$ cat config.mk
export PLATFORM = sky130hd
export DESIGN_NAME = cpu_run_controller_flat
export DESIGN_NICKNAME = d
export VERILOG_FILES = /design/src/rtl/cpu_run_controller_if.sv /design/src/rtl/cpu_run_controller.sv /design/src/flat_wrapper.sv
export SDC_FILE = /design/constraint.sdc
export NUM_CORES = 1
export LEC_CHECK = 0
export ABC_AREA = 0
export CORE_MARGIN = 5
export CORE_UTILIZATION = 40
export CTS_CLUSTER_SIZE = 8
export DETAILED_ROUTE_END_ITERATION = 10
export PLACE_DENSITY = 0.8
export SYNTH_ARGS = -nofsm -noshare
export SYNTH_HDL_FRONTEND = slang
export SYNTH_SLANG_ARGS = --single-unit
$ cat constraint.sdc
create_clock -name CLOCK -period 2.79 [get_ports CLOCK]
set_input_delay 0.558 -clock CLOCK [delete_from_list [all_inputs] [get_ports CLOCK]]
set_output_delay 0.558 -clock CLOCK [all_outputs]
set_load 0.02 [all_outputs]
$ cat src/rtl/cpu_run_controller_if.sv
// Bundle between the run controller and its surroundings:
// program load stream, memories, core retire port and dump stream.
interface cpu_run_controller_if #(
    parameter int unsigned IMEM_AW = 9,
    parameter int unsigned DMEM_AW = 9
);
    logic               START;
    logic               LOAD_VALID;
    logic               LOAD_READY;
    logic [31:0]        LOAD_DATA;
    logic               LOAD_LAST;
    logic               IM_WE;
    logic [IMEM_AW-1:0] IM_ADDR;
    logic [31:0]        IM_WDATA;
    logic               CPU_RESET;
    logic               CPU_ENABLE;
    logic               RETIRE_VALID;
    logic [31:0]        RETIRE_INSTR;
    logic               DM_RE;
    logic [DMEM_AW-1:0] DM_ADDR;
    logic [31:0]        DM_RDATA;
    logic               DUMP_VALID;
    logic               DUMP_READY;
    logic [31:0]        DUMP_DATA;
    logic               DUMP_LAST;
    logic [31:0]        CYCLE_COUNT;
    logic               TIMEOUT;
    logic               DONE;

    modport slave (
        input  START, LOAD_VALID, LOAD_DATA, LOAD_LAST,
        input  RETIRE_VALID, RETIRE_INSTR, DM_RDATA, DUMP_READY,
        output LOAD_READY, IM_WE, IM_ADDR, IM_WDATA,
        output CPU_RESET, CPU_ENABLE, DM_RE, DM_ADDR,
        output DUMP_VALID, DUMP_DATA, DUMP_LAST,
        output CYCLE_COUNT, TIMEOUT, DONE
    );

    modport master (
        output START, LOAD_VALID, LOAD_DATA, LOAD_LAST,
        output RETIRE_VALID, RETIRE_INSTR, DM_RDATA, DUMP_READY,
        input  LOAD_READY, IM_WE, IM_ADDR, IM_WDATA,
        input  CPU_RESET, CPU_ENABLE, DM_RE, DM_ADDR,
        input  DUMP_VALID, DUMP_DATA, DUMP_LAST,
        input  CYCLE_COUNT, TIMEOUT, DONE
    );
endinterface

$ cat src/rtl/cpu_run_controller.sv
// Run sequencer for the five-stage core: load program, pulse core
// reset, run until halt retires or timeout, then dump data memory.
module cpu_run_controller #(
    parameter int unsigned IMEM_AW    = 9,
    parameter int unsigned DMEM_AW    = 9,
    parameter logic [31:0] HALT_WORD  = 32'hFFFF_FFFF,
    parameter int unsigned MAX_CYCLES = 1048576
) (
    input logic CLOCK,
    input logic RESET,
    cpu_run_controller_if.slave bus
);
    typedef enum logic [2:0] {
        S_IDLE, S_LOAD, S_CPURST, S_RUN,
        S_DUMP_RD, S_DUMP_CAP, S_DUMP_OUT, S_DONE
    } state_t;

    localparam logic [IMEM_AW-1:0] LOAD_MAX = '1;
    localparam logic [DMEM_AW-1:0] DUMP_MAX = '1;
    localparam logic [31:0]        CYC_LAST = 32'(MAX_CYCLES - 1);
    localparam logic [31:0]        CYC_SAT  = '1;

    state_t             state_q, state_d;
    logic [IMEM_AW-1:0] load_ptr_q, load_ptr_d;
    logic [DMEM_AW-1:0] dump_ptr_q, dump_ptr_d;
    logic [31:0]        cycle_q, cycle_d;
    logic               timeout_q, timeout_d;
    logic               dvalid_q, dvalid_d;
    logic [31:0]        ddata_q, ddata_d;

    logic load_ready;
    logic im_we;
    logic cpu_enable;
    logic dm_re;
    logic halt;

    assign halt = bus.RETIRE_VALID && (bus.RETIRE_INSTR == HALT_WORD);

    // Next-state and per-state strobes
    always_comb begin
        state_d    = state_q;
        load_ptr_d = load_ptr_q;
        dump_ptr_d = dump_ptr_q;
        cycle_d    = cycle_q;
        timeout_d  = timeout_q;
        dvalid_d   = dvalid_q;
        ddata_d    = ddata_q;
        load_ready = 1'b0;
        im_we      = 1'b0;
        cpu_enable = 1'b0;
        dm_re      = 1'b0;
        unique case (state_q)
            S_IDLE, S_DONE: begin
                if (bus.START) begin
                    state_d    = S_LOAD;
                    load_ptr_d = '0;
                    dump_ptr_d = '0;
                    cycle_d    = '0;
                    timeout_d  = 1'b0;
                end
            end
            S_LOAD: begin
                load_ready = 1'b1;
                if (bus.LOAD_VALID) begin
                    im_we = 1'b1;
                    if (bus.LOAD_LAST || load_ptr_q == LOAD_MAX) begin
                        state_d = S_CPURST;
                    end else begin
                        load_ptr_d = load_ptr_q + 1'b1;
                    end
                end
            end
            S_CPURST: begin
                state_d = S_RUN;
            end
            S_RUN: begin
                cpu_enable = 1'b1;
                if (cycle_q != CYC_SAT) begin
                    cycle_d = cycle_q + 32'd1;
                end
                if (halt) begin
                    state_d    = S_DUMP_RD;
                    dump_ptr_d = '0;
                end else if (cycle_q == CYC_LAST) begin
                    state_d    = S_DUMP_RD;
                    dump_ptr_d = '0;
                    timeout_d  = 1'b1;
                end
            end
            S_DUMP_RD: begin
                dm_re   = 1'b1;
                state_d = S_DUMP_CAP;
            end
            S_DUMP_CAP: begin
                ddata_d  = bus.DM_RDATA;
                dvalid_d = 1'b1;
                state_d  = S_DUMP_OUT;
            end
            S_DUMP_OUT: begin
                if (bus.DUMP_READY) begin
                    dvalid_d = 1'b0;
                    if (dump_ptr_q == DUMP_MAX) begin
                        state_d = S_DONE;
                    end else begin
                        dump_ptr_d = dump_ptr_q + 1'b1;
                        state_d    = S_DUMP_RD;
                    end
                end
            end
            default: state_d = S_IDLE;
        endcase
    end

    // State and datapath registers with synchronous reset
    always_ff @(posedge CLOCK) begin
        if (RESET) begin
            state_q    <= S_IDLE;
            load_ptr_q <= '0;
            dump_ptr_q <= '0;
            cycle_q    <= '0;
            timeout_q  <= 1'b0;
            dvalid_q   <= 1'b0;
            ddata_q    <= '0;
        end else begin
            state_q    <= state_d;
            load_ptr_q <= load_ptr_d;
            dump_ptr_q <= dump_ptr_d;
            cycle_q    <= cycle_d;
            timeout_q  <= timeout_d;
            dvalid_q   <= dvalid_d;
            ddata_q    <= ddata_d;
        end
    end

    assign bus.LOAD_READY  = load_ready;
    assign bus.IM_WE       = im_we;
    assign bus.IM_ADDR     = load_ptr_q;
    assign bus.IM_WDATA    = bus.LOAD_DATA;
    assign bus.CPU_RESET   = RESET || (state_q == S_CPURST);
    assign bus.CPU_ENABLE  = cpu_enable;
    assign bus.DM_RE       = dm_re;
    assign bus.DM_ADDR     = dump_ptr_q;
    assign bus.DUMP_VALID  = dvalid_q;
    assign bus.DUMP_DATA   = ddata_q;
    assign bus.DUMP_LAST   = dvalid_q && (dump_ptr_q == DUMP_MAX);
    assign bus.CYCLE_COUNT = cycle_q;
    assign bus.TIMEOUT     = timeout_q;
    assign bus.DONE        = (state_q == S_DONE);
endmodule

$ cat src/flat_wrapper.sv
// flat-port wrapper written by rule: the top's interface ports become plain ports
module cpu_run_controller_flat 
#(
    parameter int unsigned IMEM_AW    = 9,
    parameter int unsigned DMEM_AW    = 9,
    parameter logic [31:0] HALT_WORD  = 32'hFFFF_FFFF,
    parameter int unsigned MAX_CYCLES = 1048576
)
  (CLOCK, RESET, bus_START, bus_LOAD_VALID, bus_LOAD_DATA, bus_LOAD_LAST, bus_RETIRE_VALID, bus_RETIRE_INSTR, bus_DM_RDATA, bus_DUMP_READY, bus_LOAD_READY, bus_IM_WE, bus_IM_ADDR, bus_IM_WDATA, bus_CPU_RESET, bus_CPU_ENABLE, bus_DM_RE, bus_DM_ADDR, bus_DUMP_VALID, bus_DUMP_DATA, bus_DUMP_LAST, bus_CYCLE_COUNT, bus_TIMEOUT, bus_DONE);
  cpu_run_controller_if #(.IMEM_AW(IMEM_AW), .DMEM_AW(DMEM_AW)) bus_i ();
  input logic CLOCK;
  input logic RESET;
  input wire logic [$bits(bus_i.START)-1:0] bus_START;
  input wire logic [$bits(bus_i.LOAD_VALID)-1:0] bus_LOAD_VALID;
  input wire logic [$bits(bus_i.LOAD_DATA)-1:0] bus_LOAD_DATA;
  input wire logic [$bits(bus_i.LOAD_LAST)-1:0] bus_LOAD_LAST;
  input wire logic [$bits(bus_i.RETIRE_VALID)-1:0] bus_RETIRE_VALID;
  input wire logic [$bits(bus_i.RETIRE_INSTR)-1:0] bus_RETIRE_INSTR;
  input wire logic [$bits(bus_i.DM_RDATA)-1:0] bus_DM_RDATA;
  input wire logic [$bits(bus_i.DUMP_READY)-1:0] bus_DUMP_READY;
  output wire logic [$bits(bus_i.LOAD_READY)-1:0] bus_LOAD_READY;
  output wire logic [$bits(bus_i.IM_WE)-1:0] bus_IM_WE;
  output wire logic [$bits(bus_i.IM_ADDR)-1:0] bus_IM_ADDR;
  output wire logic [$bits(bus_i.IM_WDATA)-1:0] bus_IM_WDATA;
  output wire logic [$bits(bus_i.CPU_RESET)-1:0] bus_CPU_RESET;
  output wire logic [$bits(bus_i.CPU_ENABLE)-1:0] bus_CPU_ENABLE;
  output wire logic [$bits(bus_i.DM_RE)-1:0] bus_DM_RE;
  output wire logic [$bits(bus_i.DM_ADDR)-1:0] bus_DM_ADDR;
  output wire logic [$bits(bus_i.DUMP_VALID)-1:0] bus_DUMP_VALID;
  output wire logic [$bits(bus_i.DUMP_DATA)-1:0] bus_DUMP_DATA;
  output wire logic [$bits(bus_i.DUMP_LAST)-1:0] bus_DUMP_LAST;
  output wire logic [$bits(bus_i.CYCLE_COUNT)-1:0] bus_CYCLE_COUNT;
  output wire logic [$bits(bus_i.TIMEOUT)-1:0] bus_TIMEOUT;
  output wire logic [$bits(bus_i.DONE)-1:0] bus_DONE;
  assign bus_i.START = bus_START;
  assign bus_i.LOAD_VALID = bus_LOAD_VALID;
  assign bus_i.LOAD_DATA = bus_LOAD_DATA;
  assign bus_i.LOAD_LAST = bus_LOAD_LAST;
  assign bus_i.RETIRE_VALID = bus_RETIRE_VALID;
  assign bus_i.RETIRE_INSTR = bus_RETIRE_INSTR;
  assign bus_i.DM_RDATA = bus_DM_RDATA;
  assign bus_i.DUMP_READY = bus_DUMP_READY;
  assign bus_LOAD_READY = bus_i.LOAD_READY;
  assign bus_IM_WE = bus_i.IM_WE;
  assign bus_IM_ADDR = bus_i.IM_ADDR;
  assign bus_IM_WDATA = bus_i.IM_WDATA;
  assign bus_CPU_RESET = bus_i.CPU_RESET;
  assign bus_CPU_ENABLE = bus_i.CPU_ENABLE;
  assign bus_DM_RE = bus_i.DM_RE;
  assign bus_DM_ADDR = bus_i.DM_ADDR;
  assign bus_DUMP_VALID = bus_i.DUMP_VALID;
  assign bus_DUMP_DATA = bus_i.DUMP_DATA;
  assign bus_DUMP_LAST = bus_i.DUMP_LAST;
  assign bus_CYCLE_COUNT = bus_i.CYCLE_COUNT;
  assign bus_TIMEOUT = bus_i.TIMEOUT;
  assign bus_DONE = bus_i.DONE;
  cpu_run_controller #(.IMEM_AW(IMEM_AW), .DMEM_AW(DMEM_AW), .HALT_WORD(HALT_WORD), .MAX_CYCLES(MAX_CYCLES)) u_core (.CLOCK(CLOCK), .RESET(RESET), .bus(bus_i));
endmodule
==> results.cfg, run 1 <==
[clock_tree]
path_clk_slew_ns = 0.07
clock-sinks = 87
root_buffer = clkbuf_16
cts_tree = done
numCtsBuffers = 9
cts_buffer_depth = 2
h-tree-depth = 3
clk_latency_ns = 0.35

[sta]
fmax_ghz = 0.387
slew_headroom = 0.478
fin_crit_ns = 2.59
hold_viol = 0
finalCritPeriodShare = 0.927
skew_ns = 0.0105
rsz0062_at_grt = no
setup_viol = 0
max_slew.worst_pin.slew_ns = 0.773
slew_violations = 0
setup_tns_ns = 0
timing.hold.ws_ns = 0.455

[placed_design]
port_buffers = 161
place_congestion = 0.854
hpwlAfterDp_um = 10600

[worst_hold_path]
whs_endpoint = u_core.bus.DUMP_DATA[18]$_SDFFE_PP0P_
hold_path_startpoint = u_core.bus.DUMP_DATA[18]$_SDFFE_PP0P_
hold_path_depth = 2
min_path_type = reg2reg

[drt]
wl_per_cell_um = 16.8
drt-initial-drc-count = 265
drtAntennaViolNets = 0
dr.pass1.iters = 4
viasPerCell = 5.66
routed_wl_um = 14200
num_vias = 4799
drcViolationCount = 0

[worst_setup_path]
r2r_start = u_core.state_q[2]$_SDFFE_PP0P_
cp_data_required_time_ns = 3.06
worstPathMaxFanout = 12
end_kind = register
critPathArrivalTime_ns = 2.85
r2r-end = u_core.bus.CYCLE_COUNT[14]$_SDFFE_PP0P_
worstSetupPathType = in2reg
startpoint_type = input port
reg2regPathDepth = 7
reg2reg_setup_slack_ns = 0.40

[final_layout]
syn_to_final_growth_pct = 40.9
antennaDiodeCount = 0
drive_gt1_frac = 0.0650
nets = 811

[floorplanning]
die_width_um = 116
start_util = 0.412
die_y_um = 116
pin_count = 226
dieArea_sq_um = 13500
row_count = 38
core_area_sq_um = 10900

[grt]
grt_max_degree = 40
grt_util_all_layers = 0.201
overflow = 0
grt_pass1_vias = 4594
antenna_found_initial = 0
grt_pass1_wl_um = 22200

[power]
leakage_uw = 0.00208
power.total_uw = 2650
power_density_nw_per_um2 = 417
ir_drop_mv = 0.252

[logic_synthesis]
synthCells = 578
yosys_warnings = 0
yosysTopAreaCellShare = 0.386
yosys.area_share.simple = 0.306
syn-num-nets = 686
synth_compound_area_frac = 0.184
synth.avg_cell_area_sq_um = 7.80
yosys.area_share.adder = 0.0139
synth_cell_type_count = 50
ys_top_cells_by_area = dfxtp_1 39%, nand2_1 9.1%, a21oi_1 7.2%
synth.area.mux_share = 0
synth-xor-area-share = 0.0175
synth_top_family_by_area = simple AND/OR/NAND/NOR gates
ys_seq_area_frac = 0.386
synth_edf_count = 0
synth.cell_area_sq_um = 4510
synth-async-reset-ratio = 0
synth_top_area_cell = dfxtp_1
ys_ff_latch = 87
ys.flop_type = dfxtp_1

[status]
outcome = finished clean

[flow_run]
drv_cap = 0
[placed cells by master (no fill, tap or decap), types with 8 or more instances in the layout]
cell type        instances
clkdlybuf4s50_1        159
nand2_1                109
dfxtp_1                 87
a21oi_1                 65
nor2_1                  24
buf_4                   22
nand4_1                 21
nand3_1                 20
or4_1                   20
o21ai_0                 13
o31ai_1                 12
and2_1                  11
and3_1                  10
or3_1                    9
xnor2_1                  9
clkbuf_16                9
and4_1                   8
o211ai_1                 8
[power breakdown]
part	total, uW	internal, uW	switching (uW)
Combinational	245	136	109
Sequential	1250	1250	7.85
Clock	1150	629	523
Total	2650	2010	640
[cells in the mapped netlist, types with 5 or more instances]
cell,n
a41oi_1,5
or4_1,21
and3_1,10
nor4_1,8
nand3_1,20
or3_1,9
dfxtp_1,87
a31oi_1,7
nor3_1,7
o211ai_1,8
nor2_1,24
ha_1,5
clkbuf_1,30
and4_1,8
o21ai_0,13
xnor2_1,9
and2_1,11
inv_1,7
nand4_1,21
o31ai_1,12
a21oi_1,65
nand2_1,109
buf_4,32
a311oi_1,5
[kinds of logic after synthesis]
logic type	Yosys count
AOI/OAI and AO/OA	135
and+or+nand+nor	266
buffers and inverters	76
DFF	87
xor gates and xnor gates	9
adders and majority gates	5
[worst max-delay path by stage]
stage,end,cells past startpoint,from
4_1_cts,bus_DUMP_LAST,7,u_core.bus.DM_ADDR[0]$_SDFFE_PP0P_
2_1_floorplan,u_core.bus.CYCLE_COUNT[27]$_SDFFE_PP0P_,6,bus_START
3_3_place_gp,u_core.bus.CYCLE_COUNT[27]$_SDFFE_PP0P_,6,bus_START
5_1_grt,u_core.bus.CYCLE_COUNT[26]$_SDFFE_PP0P_,7,bus_START
3_5_place_dp,u_core.bus.CYCLE_COUNT[27]$_SDFFE_PP0P_,6,bus_START
6_report,u_core.bus.CYCLE_COUNT[26]$_SDFFE_PP0P_,7,bus_START
[worst max-delay path, stage by stage]
cell             delay, ns
clkdlybuf4s50_1       0.47
or4b_4                0.46
and3_4                0.19
buf_4                 0.16
or4_1                 0.43
or4_1                 0.41
a21oi_1               0.17
[what timing repair did]
action	CTS	global route
endpoints found under the hold margin	0	0
gates cloned	0	0
setup endpoints to repair	1	2
gates resized for setup	1	3
hold buffers	0	0
buffers inserted	0	0
[per-stage QoR]
stage	setup slack, ns	cell area, sq um	std cells	util
after global placement	-0.198	6070	832	0.555
after detailed placement	-0.242	6070	832	0.555
after floorplan	0.353	4510	578	-
after global routing	0.0463	6360	848	0.581
final	0.204	6360	848	0.581
after CTS	0.100	6360	848	0.581
[layout make-up]
class	instances	area, sq um
inverter	7	26.3
tap	140	175
multi-input combinational	415	2360
sequential	87	1740
fill	966	4580
clock inverter	6	46.3
clock buffer	10	239
timing repair buffer	183	1770
[registers in the layout, summed over array words and instances, names as in the netlist]
register                cells
u_core.bus.DUMP_DATA       32
u_core.bus.CYCLE_COUNT     32
u_core.bus.DUMP_VALID       1
u_core.state_q              3
u_core.bus.TIMEOUT          1
u_core.bus.DM_ADDR          9
u_core.bus.IM_ADDR          9
[routing by layer]
layer  wire (um)  part of all wire  vias to the layer above  track usage
li1            -                 -                     2328            -
met1        5800              0.41                     2244        0.249
met2        6900              0.49                      184        0.338
met3        1110             0.078                       43       0.0363
met4         413             0.029                        0        0.101
met5           0                 0                        -            0
(Power assumes the default switching activity.)
==> run 2, diff against run 1 <==
==> constraint.sdc (replaced) <==
create_clock -name CLOCK -period 2.55 [get_ports CLOCK]
set_input_delay 0.51 -clock CLOCK [delete_from_list [all_inputs] [get_ports CLOCK]]
set_output_delay 0.51 -clock CLOCK [all_outputs]
set_load 0.02 [all_outputs]
==> run 2 against run 1 <==
Against the previous run: clock power increased by 34%; flip-flop and latch count unchanged; critical endpoint is now bus_CPU_ENABLE; clock-buffer cell count increased by 1; core utilization increased by 1.8 points; combinational power increased by 14%; clock skew decreased by 0.0026 ns; largest power group is now the clock network; die area unchanged.
==> results.cfg, run 2 (synthesized netlist as in run 1, its figures left out) <==
[drt]
routed_wl_um = 14800
viasPerCell = 5.64
wl_met2_um = 7470
drt-initial-drc-count = 322
wl_per_cell_um = 17.2
wl_met3_um = 1100
top_layer_used = met4
num_vias = 4861
drt-met1-wl_um = 5920
dr.pass1.iters = 5
drcViolationCount = 0
drtAntennaViolNets = 0

[final_layout]
nets = 825
drive_gt1_frac = 0.0900
syn_to_final_growth_pct = 45.3
design_area_sq_um = 6550
antennaDiodeCount = 0
final_common_cell = clkdlybuf4s50_1
n_fill_cell = 951
layout_common_cells = 158 x clkdlybuf4s50_1, 109 x nand2_1, 87 x dfxtp_1

[worst_setup_path]
worstPathMaxFanout = 18
end_kind = output port
cp_data_required_time_ns = 2.04
startpoint_type = register
worstSetupPathType = reg2out
critPathArrivalTime_ns = 1.97

[grt]
grt_pass1_vias = 4724
grt_pass1_wl_um = 23000
overflow = 0
antenna_found_initial = 0
grt_max_degree = 35
grt_util_all_layers = 0.210

[floorplanning]
die_width_um = 116
start_util = 0.412
row_count = 38
die_y_um = 116
core_area_sq_um = 10900
pin_count = 226
dieArea_sq_um = 13500

[clock_tree]
cts_hold_buf = 0
cts_tree = done
root_buffer = clkbuf_16
cts_buffer_depth = 2
clk_latency_ns = 0.35
h-tree-depth = 3
cts_setup_buffers = 0
clock-sinks = 87
numCtsBuffers = 9
path_clk_slew_ns = 0.06

[power]
power.total_uw = 3190
p_seq_frac = 0.430
p_int_uw = 2500
ir_drop_mv = 0.366
power_density_nw_per_um2 = 487
p_sw_frac = 0.215
p_switching_uw = 687
power_frac_comb = 0.088
pwr-share-clk = 0.483
leakage_uw = 0.00220

[placed_design]
place_congestion = 0.871
port_buffers = 161
dpl_cell_area_sq_um = 6180
hpwlAfterDp_um = 11200

[worst_hold_path]
min_path_type = in2reg

[sta]
slew_headroom = 0.600
slew_violations = 0
setup_viol = 0
finalCritPeriodShare = 0.971
hold_viol = 0
fmax_ghz = 0.404
rsz0062_at_grt = no
fin_crit_ns = 2.48
skew_ns = 0.00792
max_slew.worst_pin.slew_ns = 0.592

[status]
outcome = finished clean

[flow_run]
drv_cap = 0
run 2: area by class of cell:
class	count	area, sq um	area share
multi-input cells	415	2380	0.364
repair buffers	197	1880	0.287
flip-flops and latches	87	1740	0.266
clock buffers	11	243	0.0370
well taps	140	175	0.0267
clock inverters	5	105	0.0160
inverters	7	26.3	0.00401
run 2: worst max-delay path, cell delays in order, from the launching register on:
cell,delay [ns]
dfxtp_1,0.32
buf_4,0.19
nand3b_1,0.21
inv_1,0.14
buf_4,0.16
clkdlybuf4s50_1,0.61
run 2: routing by layer:
layer | global-route usage | vias up
met3 | 0.0477 | 44
met5 | 0 | -
met1 | 0.260 | 2296
li1 | - | 2350
met2 | 0.357 | 171
met4 | 0.0789 | 0
run 2: power by group through the flow:
stage / combinational [uW] / clock (uW) / sequential [uW]
3_5_place_dp: 276 / 0 / 1400
5_1_grt: 298 / 1630 / 1370
4_1_cts: 278 / 1560 / 1370
3_3_place_gp: 270 / 0 / 1400
2_1_floorplan: 172 / 0 / 1410
6_report: 280 / 1540 / 1370
run 2: stage by stage:
| stage | TNS (ns) | worst slack (ns) | hold WS, ns | util | std cells |
|---|---|---|---|---|---|
| floorplan | 0 | 0.161 | 0.535 | - | 578 |
| global placement | -2.62 | -0.392 | 0.441 | 0.565 | 846 |
| detailed placement | -3.13 | -0.423 | 0.446 | 0.565 | 846 |
| CTS | 0 | 0.00170 | 0.452 | 0.597 | 862 |
| global route | 0 | 0.000282 | 0.454 | 0.599 | 862 |
| finish | 0 | 0.0741 | 0.452 | 0.599 | 862 |
run 2: worst paths after layout:
check,endpoint,slack (ns),cells past startpoint,start
worst max register to register,u_core.bus.DM_ADDR[7]$_SDFFE_PP0P_,0.15,11,u_core.bus.DM_ADDR[0]$_SDFFE_PP0P_
worst max-delay path,bus_CPU_ENABLE,0.07,5,u_core.state_q[2]$_SDFFE_PP0P_
worst min-delay path,u_core.bus.DUMP_DATA[19]$_SDFFE_PP0P_,0.45,2,RESET
worst min register to register,u_core.bus.DUMP_DATA[25]$_SDFFE_PP0P_,0.45,2,u_core.bus.DUMP_DATA[25]$_SDFFE_PP0P_
run 2: what timing repair did:
| item | in CTS | in global routing |
|---|---|---|
| pin swaps | 0 | 4 |
| cloned | 0 | 0 |
| resized for setup | 3 | 9 |
| setup endpoints to repair | 5 | 10 |
